`config.mk`:
```
export PLATFORM = sky130hd
export DESIGN_NAME = ctrlunit_mc
export DESIGN_NICKNAME = d
export VERILOG_FILES = /design/src/rtl/ctrlunit_pkg.sv /design/src/rtl/ctrlunit_dec.sv /design/src/rtl/ctrlunit_mc.sv
export SDC_FILE = /design/constraint.sdc
export NUM_CORES = 1
export LEC_CHECK = 0
export ABC_AREA = 1
export CAP_MARGIN = 20
export CORE_UTILIZATION = 35
export DETAILED_ROUTE_END_ITERATION = 6
export DONT_BUFFER_PORTS = 1
export MAX_ROUTING_LAYER = met4
export PLACE_DENSITY = 0.57
export SYNTH_ARGS = -nofsm -noshare
export SYNTH_HDL_FRONTEND = slang
export SYNTH_SLANG_ARGS = --single-unit
```
`constraint.sdc`:
```
create_clock -name clk_i -period 1.2 [get_ports clk_i]
set_input_delay 0.36 -clock clk_i [delete_from_list [all_inputs] [get_ports clk_i]]
set_output_delay 0.36 -clock clk_i [all_outputs]
set_load 0.02 [all_outputs]
```
`src/rtl/ctrlunit_pkg.sv`:
```
// Shared types for the multi-cycle control unit: FSM state encoding, opcode map
// and ALU operation codes.
package ctrlunit_pkg;

  typedef enum logic [2:0] {
    S_IDLE   = 3'd0,
    S_FETCH  = 3'd1,
    S_DECODE = 3'd2,
    S_EXEC   = 3'd3,
    S_WB     = 3'd4,
    S_HALT   = 3'd5
  } state_e;

  // Opcodes are compared zero-extended to the widest legal opcode (6 bits).
  localparam logic [5:0] OPC_ADD = 6'd0;
  localparam logic [5:0] OPC_SUB = 6'd1;
  localparam logic [5:0] OPC_LDA = 6'd2;
  localparam logic [5:0] OPC_STA = 6'd3;
  localparam logic [5:0] OPC_JMP = 6'd4;
  localparam logic [5:0] OPC_JZ  = 6'd5;
  localparam logic [5:0] OPC_JC  = 6'd6;
  localparam logic [5:0] OPC_HLT = 6'd7;
  localparam logic [5:0] OPC_AND = 6'd8;

  localparam logic [1:0] ALU_PASS = 2'b00;
  localparam logic [1:0] ALU_ADD  = 2'b01;
  localparam logic [1:0] ALU_SUB  = 2'b10;
  localparam logic [1:0] ALU_AND  = 2'b11;

  function automatic logic op_loads_acc(input logic [5:0] op);
    return (op == OPC_ADD) || (op == OPC_SUB) || (op == OPC_LDA) || (op == OPC_AND);
  endfunction

  function automatic logic [1:0] alu_sel(input logic [5:0] op);
    case (op)
      OPC_ADD: return ALU_ADD;
      OPC_SUB: return ALU_SUB;
      OPC_AND: return ALU_AND;
      default: return ALU_PASS;
    endcase
  endfunction

endpackage

```
`src/rtl/ctrlunit_dec.sv`:
```
// Output decode for the control unit: strobes from the current state and the
// latched opcode; only pc_inc_o and jmp_o look at memory-ready and the flags.
module ctrlunit_dec
  import ctrlunit_pkg::*;
#(
  parameter int OP_W = 4
) (
  input  state_e          state_i,
  input  logic [OP_W-1:0] op_i,
  input  logic            rdy_i,
  input  logic            zf_i,
  input  logic            cf_i,
  output logic            mr_o,
  output logic            mw_o,
  output logic            ir_ld_o,
  output logic            pc_inc_o,
  output logic            jmp_o,
  output logic            acc_ld_o,
  output logic            halt_o,
  output logic [1:0]      alu_op_o
);

  logic [5:0] op_ext;
  assign op_ext = 6'(op_i);

  always_comb begin
    mr_o     = 1'b0;
    mw_o     = 1'b0;
    ir_ld_o  = 1'b0;
    pc_inc_o = 1'b0;
    jmp_o    = 1'b0;
    acc_ld_o = 1'b0;
    halt_o   = 1'b0;
    alu_op_o = ALU_PASS;
    case (state_i)
      S_FETCH: begin
        mr_o     = 1'b1;
        ir_ld_o  = 1'b1;
        pc_inc_o = rdy_i;
      end
      S_EXEC: begin
        case (op_ext)
          OPC_ADD, OPC_SUB, OPC_LDA, OPC_AND: mr_o = 1'b1;
          OPC_STA: mw_o  = 1'b1;
          OPC_JMP: jmp_o = 1'b1;
          OPC_JZ:  jmp_o = zf_i;
          OPC_JC:  jmp_o = cf_i;
          default: ;
        endcase
      end
      S_WB: begin
        acc_ld_o = 1'b1;
        alu_op_o = alu_sel(op_ext);
      end
      S_HALT:  halt_o = 1'b1;
      default: ;
    endcase
  end

endmodule

```
`src/rtl/ctrlunit_mc.sv`:
```
// Multi-cycle control unit FSM with optional memory wait-timeout counter
// (enabled by defining CTRLUNIT_MC_WAIT_EN).
module ctrlunit_mc
  import ctrlunit_pkg::*;
#(
  parameter int OP_W  = 4,
  parameter int TMO_W = 4
) (
  input  logic            clk_i,
  input  logic            rst_i,
  input  logic            run_i,
  input  logic [OP_W-1:0] op_i,
  input  logic            zf_i,
  input  logic            cf_i,
  input  logic            mem_rdy_i,
  output logic            mr_o,
  output logic            mw_o,
  output logic            ir_ld_o,
  output logic            pc_inc_o,
  output logic            jmp_o,
  output logic            acc_ld_o,
  output logic [1:0]      alu_op_o,
  output logic            halt_o,
  output logic            err_o,
  output logic [2:0]      state_o
);

  state_e          state_q;
  logic [OP_W-1:0] op_q;
  logic            err_q;
  logic            rdy;
  logic            tmo_hit;
  logic [5:0]      op_ext;

  assign op_ext = 6'(op_q);

`ifdef CTRLUNIT_MC_WAIT_EN
  logic [TMO_W-1:0] tmo_q;
  logic [TMO_W-1:0] tmo_d;
  logic             waiting;

  assign rdy     = mem_rdy_i;
  assign waiting = !mem_rdy_i &&
                   ((state_q == S_FETCH) ||
                    ((state_q == S_EXEC) && (op_loads_acc(op_ext) || (op_ext == OPC_STA))));
  assign tmo_d   = tmo_q + TMO_W'(1);
  assign tmo_hit = waiting && (&tmo_d);

  // Leaving the wait (ready, state change or timeout) always restarts the count.
  always_ff @(posedge clk_i or posedge rst_i) begin
    if (rst_i)
      tmo_q <= '0;
    else if (waiting && !tmo_hit)
      tmo_q <= tmo_d;
    else
      tmo_q <= '0;
  end
`else
  // Memory is treated as always ready; the term keeps both inputs referenced.
  assign rdy     = mem_rdy_i | (TMO_W != 0);
  assign tmo_hit = 1'b0;
`endif

  always_ff @(posedge clk_i or posedge rst_i) begin
    if (rst_i) begin
      state_q <= S_IDLE;
      op_q    <= '0;
      err_q   <= 1'b0;
    end else if (tmo_hit) begin
      state_q <= S_HALT;
      err_q   <= 1'b1;
    end else begin
      case (state_q)
        S_IDLE:   if (run_i) state_q <= S_FETCH;
        S_FETCH:  if (rdy) state_q <= S_DECODE;
        S_DECODE: begin
          op_q    <= op_i;
          state_q <= S_EXEC;
        end
        S_EXEC: begin
          if (op_loads_acc(op_ext)) begin
            if (rdy) state_q <= S_WB;
          end else if (op_ext == OPC_STA) begin
            if (rdy) state_q <= S_FETCH;
          end else if (op_ext == OPC_HLT) begin
            state_q <= S_HALT;
          end else begin
            state_q <= S_FETCH;
          end
        end
        S_WB:     state_q <= S_FETCH;
        S_HALT:   state_q <= S_HALT;
        default: begin
          state_q <= S_HALT;
          err_q   <= 1'b1;
        end
      endcase
    end
  end

  ctrlunit_dec #(
    .OP_W(OP_W)
  ) u_dec (
    .state_i  (state_q),
    .op_i     (op_q),
    .rdy_i    (rdy),
    .zf_i     (zf_i),
    .cf_i     (cf_i),
    .mr_o     (mr_o),
    .mw_o     (mw_o),
    .ir_ld_o  (ir_ld_o),
    .pc_inc_o (pc_inc_o),
    .jmp_o    (jmp_o),
    .acc_ld_o (acc_ld_o),
    .halt_o   (halt_o),
    .alu_op_o (alu_op_o)
  );

  assign err_o   = err_q;
  assign state_o = state_q;

endmodule

```
==> metrics <==
clk buf depth=2; Max-Cap Viols=0; cell family with most CP delay=flip-flops; critical path cell sequence=nor2_2 -> nand3_1 -> a21oi_4; Gate Count Post-Synth=63; HPWL after DPL=approximately 800 um; CP Launch Type=flop; worst vdd rail ir drop=about 1.5 mV; vias in the first global route=between 400 and 500; initial core utilization=about two fifths; violated checks=negative setup slack; drt drc=0; final setup TNS=-3.00 ns; placed cells=91; Seq/Total Area, Yosys=approximately 44%; Reg power frac=between 20% and 30%; pin count of the biggest net entering global routing=10; Post-Syn Area per Cell=approximately 7.3 sq um; port bufs=0; CP bufs+invs=0; Max Clock Freq=643 MHz; Overall Global Routing Usage=between 10% and 20%; CTS Sinks=8; total power=2.47 mW; WS Path Type=reg2out; fraction of power consumed by combinational cells=67.9%; Tightest Pin Transition=roughly 0.29 ns; CP Max Fanout=4; CP max stage delay=approximately 0.42 ns; netlist area before placement=between 400 and 500 sq um; number of fill cells=94; Worst EP required=0.84 ns; cts bufs inserted=3; Slew Limit Fails=0; Hold Path Class=in2reg; Inserted Diodes=0; via count=around 470; met2 WL=approximately 620 um; H-tree depth=1; die span in y=approximately 38 um; Sw Pwr=1.17 mW; clock skew=approximately 0.0050 ns; first-pass GRT wire length=1720 um; Pint=1.30 mW; Area growth syn-to-layout=82.8%; uppermost layer routed=met3; TritonCTS clock tree=built; crit path DAT=about 1.2 ns; post-route ant nets=0; P_leak=between 0.3 and 0.4 nW; routability cong.=0.636; Fin. Hold Viols=0; status=complete, but fails checks; vias per cell=roughly 4.6; FP Rows=12; sw frac=47.3%; initial antenna violation count=0; fin crit period=1.56 ns; DIE AREA=between 1000 and 1500 sq um; DRT met1 WL=around 550 um; WL final=around 1200 um; DR pass1 iterations=2; CP endpoint kind=primary output; worst skew pair latency=roughly 0.25 ns; yosys warns=0; Root Driver=clkbuf_4; final worst slack=-0.356 ns; Worst-path clk slew=approximately 0.060 ns; drt wl/cell=between 10 and 15 um; total grt overflow=0; Final Util=about 73%; PD cells=just under 3000 nW/um^2; Ports=23; period utilization=130%; Synth Register Bits=8; RSZ-0062 raised after global routing=true; initial DRC count=2; CP max-delay cell=dfrtp_1; layout cells sized above 1=about 63%; Non-Filler Instances=102; Rel. slew slack=between 80% and 90%; clock network fraction of total power=8.7%; Nets=between 90 and 100; metal3 WL=about 32 um; library cells used by synthesis=14; Final Setup Violations=12; core area=roughly 1200 sq um; Die W=around 38 um; Post-Syn Nets=73
[routing by layer]
metal / track usage (%) / vias to the layer above
met5: - / -
met4: 5.36 / 0
met3: 3.49 / 0
met2: 30.9 / 11
met1: 21.7 / 212
li1: - / 245
[worst register-to-register path: cells and delay by family, from the launching register on]
family | cells | cell delay, ns
buffers and inverters | 3 | 0.37
AOI/OAI and AO/OA | 1 | 0.10
and+or+nand+nor | 2 | 0.17
DFF | 1 | 0.43
[cells in the mapped netlist]
| master | instances | area, sq um |
|---|---|---|
| nand2_1 | 16 | 60.1 |
| inv_1 | 10 | 37.5 |
| nor2_1 | 9 | 33.8 |
| dfrtp_1 | 8 | 200 |
| a21oi_1 | 5 | 25.0 |
| nand3_1 | 5 | 25.0 |
| nor3_1 | 2 | 10.0 |
| o21ai_0 | 2 | 10.0 |
| buf_4 | 1 | 7.51 |
| inv_2 | 1 | 3.75 |
| nand3_2 | 1 | 10.0 |
| nand3_4 | 1 | 17.5 |
| nor2_4 | 1 | 11.3 |
| o21bai_1 | 1 | 7.51 |
[cell usage in the layout, fill, tap and decap left out, types with 4 or more instances in the layout]
master and n:
buf_4 11, buf_6 8, dfrtp_1 4, dfrtp_2 4, inv_1 5, inv_2 4
nand2_1 10, nand2_2 5, nor2_4 4
[cell type report]
type	instances	area (sq um)	area share, %
Tap cell	14	17.5	2.09
Timing Repair Buffer	22	218	25.9
Sequential cell	8	205	24.4
Multi-Input combinational cell	43	324	38.6
Inverter	11	48.8	5.81
Clock buffer	4	26.3	3.13
[through the flow]
step                      hold slack [ns]  worst slack [ns]  area [sq um]
after floorplan                     0.175           -0.0992           524
after global placement              0.211            -0.108           643
after detailed placement            0.203            -0.121           643
after CTS                           0.245            -0.325           790
after global routing                0.238            -0.421           840
final                               0.245            -0.356           840
[what timing repair did]
item	CTS	global route
resized for setup	18	11
pin swaps	5	6
hold buffers	1	0
endpoints found under the setup margin	12	12
endpoints found under the hold margin	8	0
gates cloned	0	0
buffers inserted	4	2
[kinds of logic after synthesis]
family | after synthesis | share of synthesized area (%)
compound gates | 8 | 9.26
flops | 8 | 43.6
simple gates | 35 | 36.5
buf+inv | 12 | 10.6
[registers in the layout (all words and copies together), names as in the netlist]
name	cells
err_o	1
op_q	4
state_o	3
[power groups by stage]
stage                     Sequential (mW)  Combinational (mW)  Clock [mW]
after floorplan                     0.599               0.729           0
after global placement              0.529                1.20           0
after detailed placement            0.533                1.22           0
after CTS                           0.552                1.54       0.217
after global routing                0.592                1.79       0.243
final                               0.578                1.68       0.214
[path summary, 6_finish.rpt]
check | startpoint | end | cells after the start | slack, ns
worst min register to register | err_o$_DFFE_PP0N_ | err_o$_DFFE_PP0N_ | 1 | 0.63
worst max-delay path | op_q[0]$_DFFE_PP0P_ | alu_op_o[1] | 3 | -0.36
min in group asynchronous | rst_i | err_o$_DFFE_PP0N_ | 2 | 0.49
worst max register to register | state_o[1]$_DFFE_PP0P_ | op_q[2]$_DFFE_PP0P_ | 6 | 0.05
max in group asynchronous | rst_i | state_o[0]$_DFFE_PP0P_ | 2 | 0.46
worst min-delay path | op_i[3] | op_q[3]$_DFFE_PP0P_ | 2 | 0.24
(Power assumes the default switching activity.)
